## src/rtl/cordic_iter_ctrl.sv

```systemverilog
// Iterative CORDIC sequencer (rotation mode) with its combinational
// rotation stage. One angle in, ITER iterations, cos/sin out through a
// valid/ready handshake.
// Optional feature macro: CORDIC_CLKEN_EN adds a clk_en input that gates
// every register update (reset still acts regardless of clk_en).

// One CORDIC micro-rotation: rotate toward theta by +/- atan(2^-i).
module engine #(
    parameter int WIDTH = 24
) (
    input  logic [4:0]       i,
    input  logic [WIDTH+1:0] x_i,
    input  logic [WIDTH+1:0] y_i,
    input  logic [WIDTH+1:0] w_i,
    input  logic [WIDTH+1:0] theta,
    input  logic [WIDTH+1:0] a_i,
    output logic [WIDTH+1:0] x_o,
    output logic [WIDTH+1:0] y_o,
    output logic [WIDTH+1:0] w_o
);
    logic [WIDTH+1:0] xs, ys;

    // Shift-and-add rotation; direction chosen by accumulated angle vs target.
    always_comb begin
        xs = $signed(x_i) >>> i;
        ys = $signed(y_i) >>> i;
        if ($signed(w_i) < $signed(theta)) begin
            x_o = x_i - ys;
            y_o = y_i + xs;
            w_o = w_i + a_i;
        end else begin
            x_o = x_i + ys;
            y_o = y_i - xs;
            w_o = w_i - a_i;
        end
    end
endmodule

module cordic_iter_ctrl #(
    parameter int WIDTH = 24,
    parameter int ITER  = 16
) (
    input  logic             clk,
    input  logic             reset,
`ifdef CORDIC_CLKEN_EN
    input  logic             clk_en,
`endif
    input  logic             in_valid,
    output logic             in_ready,
    input  logic [WIDTH+1:0] theta_i,
    output logic             out_valid,
    input  logic             out_ready,
    output logic [WIDTH+1:0] cos_o,
    output logic [WIDTH+1:0] sin_o,
    output logic             busy
);
    localparam int DW = WIDTH + 2;
    localparam logic [4:0] LAST = 5'(ITER - 1);

    // Constants are tabulated at 2^24 scale and rescaled to WIDTH; exact for WIDTH=24.
    localparam logic [DW-1:0] K_INIT = DW'((58'd10188014 << WIDTH) >> 24);

    typedef enum logic [1:0] {IDLE, RUN, DONE} state_t;

    state_t         state_q, state_d;
    logic [4:0]     i_q, i_d;
    logic [DW-1:0]  x_q, x_d, y_q, y_d, w_q, w_d, th_q, th_d;
    logic [DW-1:0]  cos_q, cos_d, sin_q, sin_d;
    logic [DW-1:0]  eng_x, eng_y, eng_w, a_rom;
    logic           en;

`ifdef CORDIC_CLKEN_EN
    assign en = clk_en;
`else
    assign en = 1'b1;
`endif

    // round(atan(2^-k) * 2^24); beyond k=9 the value is exactly 2^(24-k).
    function automatic logic [DW-1:0] atan_rom(input logic [4:0] k);
        logic [57:0] v;
        case (k)
            5'd0:    v = 58'd13176795;
            5'd1:    v = 58'd7778716;
            5'd2:    v = 58'd4110060;
            5'd3:    v = 58'd2086331;
            5'd4:    v = 58'd1047214;
            5'd5:    v = 58'd524117;
            5'd6:    v = 58'd262123;
            5'd7:    v = 58'd131069;
            5'd8:    v = 58'd65536;
            5'd9:    v = 58'd32768;
            default: v = (k < 5'd24) ? (58'd1 << (5'd24 - k)) : 58'd0;
        endcase
        return DW'((v << WIDTH) >> 24);
    endfunction

    assign a_rom = atan_rom(i_q);

    engine #(.WIDTH(WIDTH)) u_engine (
        .i     (i_q),
        .x_i   (x_q),
        .y_i   (y_q),
        .w_i   (w_q),
        .theta (th_q),
        .a_i   (a_rom),
        .x_o   (eng_x),
        .y_o   (eng_y),
        .w_o   (eng_w)
    );

    // Next-state and datapath control; results latch to outputs only on RUN->DONE.
    always_comb begin
        state_d = state_q;
        i_d     = i_q;
        x_d     = x_q;
        y_d     = y_q;
        w_d     = w_q;
        th_d    = th_q;
        cos_d   = cos_q;
        sin_d   = sin_q;
        case (state_q)
            IDLE: begin
                if (in_valid) begin
                    x_d     = K_INIT;
                    y_d     = '0;
                    w_d     = '0;
                    th_d    = theta_i;
                    i_d     = '0;
                    state_d = RUN;
                end
            end
            RUN: begin
                x_d = eng_x;
                y_d = eng_y;
                w_d = eng_w;
                i_d = i_q + 5'd1;
                if (i_q == LAST) begin
                    cos_d   = eng_x;
                    sin_d   = eng_y;
                    state_d = DONE;
                end
            end
            DONE: begin
                if (out_ready) state_d = IDLE;
            end
            default: state_d = IDLE;
        endcase
    end

    // State registers; reset overrides clock enable.
    always_ff @(posedge clk) begin
        if (reset) begin
            state_q <= IDLE;
            i_q     <= '0;
            x_q     <= '0;
            y_q     <= '0;
            w_q     <= '0;
            th_q    <= '0;
            cos_q   <= '0;
            sin_q   <= '0;
        end else if (en) begin
            state_q <= state_d;
            i_q     <= i_d;
            x_q     <= x_d;
            y_q     <= y_d;
            w_q     <= w_d;
            th_q    <= th_d;
            cos_q   <= cos_d;
            sin_q   <= sin_d;
        end
    end

    assign in_ready  = (state_q == IDLE);
    assign out_valid = (state_q == DONE);
    assign busy      = (state_q != IDLE);
    assign cos_o     = cos_q;
    assign sin_o     = sin_q;
endmodule

```

## config.mk

```make
export PLATFORM = sky130hd
export DESIGN_NAME = cordic_iter_ctrl
export DESIGN_NICKNAME = d
export VERILOG_FILES = /design/src/rtl/cordic_iter_ctrl.sv
export SDC_FILE = /design/constraint.sdc
export NUM_CORES = 1
export LEC_CHECK = 0
export ABC_AREA = 1
export BUFFER_PORTS_ARGS = -buffer_cell sky130_fd_sc_hd__buf_2
export CORE_MARGIN = 1.5
export CORE_UTILIZATION = 55
export DETAILED_ROUTE_END_ITERATION = 10
export PLACE_DENSITY_LB_ADDON = 0.15
export RECOVER_POWER = 25
export SYNTH_ARGS = -nofsm -noshare
export SYNTH_HDL_FRONTEND = slang
export SYNTH_SLANG_ARGS = --single-unit
```

## constraint.sdc

```tcl
create_clock -name clk -period 5.75 [get_ports clk]
set_input_delay 0.8625 -clock clk [delete_from_list [all_inputs] [get_ports clk]]
set_output_delay 0.8625 -clock clk [all_outputs]
set_load 0.03 [all_outputs]
```

==> run summary, run 1 <==
Synth area leader: dfxtp_1
Fmax: 189.2 MHz
Setup WS post-layout: 464.9 ps
max_slew headroom: 0.3699
Setup crit end kind: register
synthesized net count: 2707
mux cell area share after synthesis: 0
fin nets: 2716
initial antenna violation count: 0
total CTS buffers: 17
dpl hpwl: 37.29 mm
GRT Total Usage: 0.3381
starting density of the core: 0.5623
largest net degree at the start of global routing: 75
main combinational cell family by area after synthesis: simple AND/OR/NAND/NOR gates
Filler cells: 2840
Synth cell types: 57
vias in the first global route: 15430
Slew @ Worst Pin: 945.2 ps
drc violations: 0
Synth Area in Simple Gates: 0.3625
Synth Area in Adders: 0.09224
Post-Synth XOR/XNOR Area: 0.05910
clock skew: 15.52 ps
crit-path max cell delay: 710 ps
RSZ-0062 raised after global routing: no
Top FF cell, synth: dfxtp_1
Hold Crit Class: register to register
slowest stage cell, crit path: dfxtp_1
clk_lat worst skew: 470 ps
status: finished clean
element type at the critical path start: register
Synthesis Warnings: 0
post-synthesis sequential area ratio: 0.2077
Routed WL per cell: 16.59 um
Die W: 172.0 um
layout cells sized above 1: 0.06422
Max Slew Vio Count: 0
critical path cell sequence: buf_4 > nand2_1 > nand3_1 > nand2_1 > ha_1 > nand3_1 > nor2_1 > nor2_1 > xor2_1 > inv_1 > ha_1 > nand2_1 > nor3_1 > nand2_1 > o211ai_1 > a21oi_1 > o21bai_1 > a21oi_1 > o21ai_0 > inv_1 > nand3_1 > nand2_1 > nand2_1 > a21oi_1
fin crit period: 5285 ps
CTS H-Tree Depth: 4
post-synthesis compound-gate area fraction: 0.1778
final setup fails: 0
#FFs+latches synth: 163
Post-Syn Instances: 2563
top cells by count, synth: nand2_1, nand3_1, inv_1, a21oi_1, dfxtp_1
most used cell, CP: nand2_1
Row Count: 61
r2r worst-path depth: 24
Syn Area/Cell: 6.129 um2
Synth area leaders: dfxtp_1, nand2_1, nand3_1
Worst Path Max Fanout: 33
I/O pin count: 85
Worst-path clk slew: 80 ps
first-pass GRT wire length: 78.65 mm
initial drt markers: 1427
CTS root buffer: clkbuf_16
hold path depth: 2
ANT nets after route: 0
total number of vias: 16920
final setup TNS: 0 ps
Fin. Hold Viols: 0
number of synthesized flops with an enable pin: 0
WP data arrival: 5590 ps
hold bufs inserted after CTS: 0
gpl congestion: 0.9826
Place WS: 465.7 ps
ys async rst share: 0
antenna cell count: 0
maximum clock path buffer count: 2
Die ar.: 0.02958 mm2
via/cell ratio: 5.710
Critical Path RT: 6060 ps
number of max-cap violations: 0
Period Utilization, post-route: 0.9191
core region area: 0.02793 mm2
DRT Pass-1 Iters: 6
Die Y: 172.0 um
Yosys top cell area share: 0.2077
area added between synthesis and finish: 6.842%
WL final: 49.17 mm
port bufs: 84
WS Path Type: register to register
CTS sink cnt: 163
CTS tree: yes
Netlist Area Pre-Place: 0.01571 mm2
total grt overflow: 0
top-count cell post-synth: nand2_1
per-stage QoR:
step	cell area (um2)	std cells	util	hold slack (ps)
floorplan	15710	2563	-	430.9
global placement	16250	2931	0.5818	449.8
detailed placement	16250	2931	0.5818	446.7
CTS	16850	2963	0.6031	459.3
global route	16780	2963	0.6008	478.1
finish	16780	2963	0.6008	458.2
layout by cell type (no fill, tap or decap), types with 4 or more instances in the layout:
cell type and count:
a21boi_0 5, a21o_1 8, a21oi_1 220, a31o_2 4, a31oi_1 6, buf_2 30, buf_4 25, clkbuf_1 54
clkbuf_16 17, clkinv_8 4, dfxtp_1 161, ha_1 111, inv_1 261, inv_2 9, inv_8 5, nand2_1 676
nand2_2 10, nand3_1 357, nand3b_1 7, nand4_1 25, nor2_1 154, nor2_2 11, nor2_4 9, nor3_1 21
nor4_1 6, o211ai_1 32, o21a_1 7, o21ai_0 133, o21ai_1 9, o21bai_1 38, o221ai_1 4, o31ai_1 4
or2_2 14, xnor2_1 36, xor2_1 70
critical path: cells and delay by family (launching register included):
kind,cells,cell delay (ps)
adder cells (fa/ha/maj),2,570
XOR/XNOR,1,160
AND/OR/NAND/NOR,12,1770
flip-flops,1,710
AO/OA/AOI/OAI,6,1300
buffers and inverters,3,580
sequential cells by signal, summed over array words and instances (netlist names):
register and count:
state_q 2, y_q 26, x_q 26, cos_o 26
w_q 26, i_q 5, th_q 26, sin_o 26
routing by layer:
layer / part of all wire / up-vias / global-route usage
li1: - / 8522 / -
met1: 0.42 / 7753 / 0.4085
met2: 0.47 / 522 / 0.5696
met3: 0.056 / 123 / 0.05287
met4: 0.054 / 0 / 0.1947
met5: 0 / - / 0
repair_timing:
item	CTS	global route
setup endpoints to repair	0	3
buffers inserted	0	0
resized for setup	0	1
cell type report:
type | instances | area (um2) | area share
clock buffers | 17 | 425.4 | 0.02535
clock inverters | 15 | 168.9 | 0.01006
inverters | 271 | 1020 | 0.06076
multi-input cells | 2010 | 10890 | 0.6489
flip-flops and latches | 163 | 3266 | 0.1946
well taps | 378 | 473.0 | 0.02818
repair buffers | 109 | 540.5 | 0.03221
path summary, 6_finish.rpt:
| check | end | slack [ps] | start |
|---|---|---|---|
| setup / recovery | y_q[25]$_SDFFE_PP0P_ | 460 | i_q[3]$_SDFFE_PP0P_ |
| hold / removal | th_q[0]$_SDFFE_PP0P_ | 460 | th_q[0]$_SDFFE_PP0P_ |
| setup reg to reg | y_q[25]$_SDFFE_PP0P_ | 460 | i_q[3]$_SDFFE_PP0P_ |
| hold reg to reg | th_q[0]$_SDFFE_PP0P_ | 460 | th_q[0]$_SDFFE_PP0P_ |
kinds of logic (layout without fill, tap and decap cells):
family	count (synthesis)	in the layout
flops	163	163
buf+inv	390	412
xor+xnor	106	106
simple gates	1303	1303
compound gates	487	487
fa+ha+maj	114	114
Power of run 1 is left out: the tool's default activity adds up to more than one toggle a clock period on the data nets, which glitch-free logic cannot reach.
==> inputs of run 2 (changes only) <==
--- a/config.mk
+++ b/config.mk
@@ -8,5 +8,4 @@
 export ABC_AREA = 1
 export BUFFER_PORTS_ARGS = -buffer_cell sky130_fd_sc_hd__buf_2
-export CORE_MARGIN = 1.5
 export CORE_UTILIZATION = 55
 export DETAILED_ROUTE_END_ITERATION = 10
==> constraint.sdc (replaced) <==
create_clock -name clk -period 5.75 [get_ports clk]
set_input_delay 1.15 -clock clk [delete_from_list [all_inputs] [get_ports clk]]
set_output_delay 1.15 -clock clk [all_outputs]
set_load 0.03 [all_outputs]
==> run summary, run 2 (same netlist as run 1, synthesis figures left out) <==
status: finished clean
final setup TNS: 0 ps
total CTS buffers: 17
initial drt markers: 1316
post-CTS setup-driven buffer insertion count: 0
RSZ-0062 raised after global routing: no
maximum clock path buffer count: 2
drc violations: 0
Setup crit end kind: register
area added between synthesis and finish: 6.946%
number of max-cap violations: 0
CTS H-Tree Depth: 4
most common cell after layout, fill and taps aside: nand2_1
Critical Path RT: 6140 ps
core region area: 0.02793 mm2
Hold Crit Class: register to register
ANT nets after route: 0
fin crit period: 5169 ps
via/cell ratio: 5.777
WL final: 49.37 mm
initial antenna violation count: 0
total grt overflow: 0
CTS sink cnt: 163
hold bufs inserted after CTS: 0
first-pass GRT wire length: 78.79 mm
WP data arrival: 5560 ps
final setup fails: 0
max_slew headroom: 0.2057
Fin. Hold Viols: 0
I/O pin count: 85
layout cells sized above 1: 0.07207
Max Slew Vio Count: 0
dpl hpwl: 37.38 mm
GRT Total Usage: 0.3418
Period Utilization, post-route: 0.8989
CTS tree: yes
Worst Path Max Fanout: 19
CTS root buffer: clkbuf_16
WS Path Type: register to register
clock skew: 20.68 ps
Slew @ Worst Pin: 1190 ps
clk_lat worst skew: 480 ps
CTS resizes: 0
Die ar.: 0.02924 mm2
Row Count: 61
most frequent cells in the layout: nand2_1, nand3_1, inv_1
total number of vias: 17100
antenna cell count: 0
fin nets: 2712
Die Y: 171.0 um
port bufs: 84
Hold Worst Slack: 463.5 ps
DRT Pass-1 Iters: 6
starting density of the core: 0.5623
Die W: 171.0 um
vias in the first global route: 15610
Routed WL per cell: 16.68 um
Worst-path clk slew: 80 ps
gpl congestion: 0.9751
Fmax: 193.5 MHz
largest net degree at the start of global routing: 74
element type at the critical path start: register
## run 2: cell count changes in the layout (fill, tap and decap cells not counted), sizes merged
cell	delta
inv	+2
clkinv	-3
clkbuf	-25
buf	+22
## run 2: worst paths after layout
path,startpoint,end,slack [ps],cells past startpoint
worst max-delay path,w_q[15]$_SDFFE_PP0P_,y_q[23]$_SDFFE_PP0P_,580,25
worst min-delay path,th_q[1]$_SDFFE_PP0P_,th_q[1]$_SDFFE_PP0P_,460,2
worst max register to register,w_q[15]$_SDFFE_PP0P_,y_q[23]$_SDFFE_PP0P_,580,25
worst min register to register,th_q[1]$_SDFFE_PP0P_,th_q[1]$_SDFFE_PP0P_,460,2
## run 2: cell type report
cell class / count / area (um2)
fillers: 2851 / 11140
multi-input cells: 2010 / 10890
flip-flops and latches: 163 / 3266
inverters: 271 / 1022
repair buffers: 105 / 555.5
well taps: 378 / 473.0
clock buffers: 18 / 439.2
clock inverters: 14 / 156.4
## run 2: critical path: stages (launching register included)
cell and delay [ps]:
dfxtp_1 430, ha_1 290, a21oi_1 160, nor2_1 60, a211oi_1 230, a21oi_1 110
nor2_1 140, nand2_1 70, nand2_1 50, nand2_1 60, inv_1 610, nand2_1 140
xnor2_1 190, inv_1 60, ha_1 320, inv_1 130, nor3_1 70, nand2_1 60
o211ai_1 130, a21oi_1 320, o21ai_0 200, a21boi_0 560, o21ai_0 220, xor2_1 240
nand2_1 80, a21oi_1 140
## run 2: metrics by stage
stage | util | setup slack [ps] | instance area, um2 | std cells
final | 0.6014 | 581.5 | 16800 | 2959
after global routing | 0.6014 | 18.41 | 16800 | 2959
after CTS | 0.6025 | 599.1 | 16830 | 2959
after detailed placement | 0.5812 | 632.8 | 16240 | 2927
after global placement | 0.5812 | 747.8 | 16240 | 2927
after floorplan | - | 1357 | 15710 | 2563
## run 2: routing by layer
metal  vias to the layer above  GRT usage  part of all wire  wire [um]
li1                       8506          -                 -          -
met1                      7960     0.4087              0.43      21180
met2                       522     0.5974              0.48      23750
met3                       107    0.03724             0.041       2047
met4                         0     0.1848             0.048       2388
met5                         -          0                 0          0
Power of run 2 is left out for the same reason.
==> inputs of run 3 (changes only) <==
Settings changed: CORE_ASPECT_RATIO set to 1.5, GPL_ROUTABILITY_DRIVEN set to 0.
==> run summary, run 3 (same netlist as run 1, synthesis figures left out) <==
Hold Crit Class: register to register
number of max-cap violations: 0
GRT Total Usage: 0.3355
Fmax: 186.2 MHz
most frequent cells in the layout: nand2_1, nand3_1, inv_1
fin crit period: 5371 ps
clock skew: 6.785 ps
Die Y: 209.0 um
CTS sink cnt: 163
drc violations: 0
WS Path Type: register to register
Max Slew Vio Count: 0
Critical Path RT: 6050 ps
vias in the first global route: 16200
core region area: 0.02806 mm2
final setup fails: 0
I/O pin count: 85
CTS tree: yes
Die ar.: 0.02925 mm2
fin nets: 2713
CTS resizes: 0
CTS root buffer: clkbuf_16
maximum clock path buffer count: 2
via/cell ratio: 5.850
WP data arrival: 5670 ps
ANT nets after route: 0
largest net degree at the start of global routing: 74
antenna cell count: 0
CTS H-Tree Depth: 4
Period Utilization, post-route: 0.9341
port bufs: 84
Row Count: 75
element type at the critical path start: register
hold bufs inserted after CTS: 0
Worst-path clk slew: 70 ps
initial drt markers: 1374
Hold Worst Slack: 462.2 ps
Routed WL per cell: 16.59 um
final setup TNS: 0 ps
DP Area: 0.01619 mm2
Setup crit end kind: register
Fin. Hold Viols: 0
clk_lat worst skew: 460 ps
initial antenna violation count: 0
flop2flop setup slack: 380 ps
total number of vias: 17120
first-pass GRT wire length: 78.11 mm
post-CTS setup-driven buffer insertion count: 0
Slew @ Worst Pin: 1468 ps
dpl hpwl: 36.52 mm
layout cells sized above 1: 0.07013
starting density of the core: 0.5598
WL final: 48.55 mm
total CTS buffers: 17
DRT Pass-1 Iters: 8
Final Cell Area: 0.01673 mm2
status: finished clean
most common cell after layout, fill and taps aside: nand2_1
Die W: 140.0 um
post-layout util: 0.5961
RSZ-0062 raised after global routing: no
area added between synthesis and finish: 6.484%
total grt overflow: 0
Worst Path Max Fanout: 54
max_slew headroom: 0.01915
run 3: through the flow:
step,setup slack (ps),cells
floorplan,1357,2563
global placement,799.9,2896
detailed placement,643.3,2896
CTS,565.2,2927
global route,17.04,2927
finish,378.9,2927
run 3: worst max-delay path: stages, from the launching register on:
cell and delay (ps):
dfxtp_1 320, buf_4 290, ha_1 320, inv_1 120, nor2_1 60, nand2_1 150
nand2_1 140, nor2_4 200, nand2_2 80, nor2_1 170, nand2_2 80, nand2_2 130
inv_1 90, ha_1 280, nand2_1 60, o21ai_0 200, inv_1 120, fa_1 450
o31ai_1 440, a21oi_1 170, o21ai_0 320, a21oi_1 150, o21ai_0 350, a21boi_0 180
nor2_1 120, nor2_1 50, nand2_1 100, a21oi_1 60
run 3: final cells by class:
cell class | count | area (um2)
Clock buffer | 24 | 471.7
Clock inverter | 7 | 100.1
Fill cell | 2818 | 11330
Inverter | 271 | 1020
Multi-Input combinational cell | 2010 | 10890
Sequential cell | 163 | 3264
Tap cell | 346 | 432.9
Timing Repair Buffer | 106 | 550.5
run 3: layer usage:
layer  GRT usage  part of all wire  vias up
met1      0.3477              0.38     7758
met5           0                 0        -
met3     0.04629             0.045      227
li1            -                 -     8517
met2      0.5986              0.49      621
met4      0.2778             0.085        0
run 3: worst paths after layout:
kind                                             from                    end  depth (start not counted)
worst max-delay path              i_q[1]$_SDFFE_PP0P_   w_q[16]$_SDFFE_PP0P_                         27
worst min-delay path            sin_o[1]$_SDFFE_PP0P_  sin_o[1]$_SDFFE_PP0P_                          2
worst max register to register    i_q[1]$_SDFFE_PP0P_   w_q[16]$_SDFFE_PP0P_                         27
worst min register to register  sin_o[1]$_SDFFE_PP0P_  sin_o[1]$_SDFFE_PP0P_                          2
Power of run 3 is left out for the same reason.
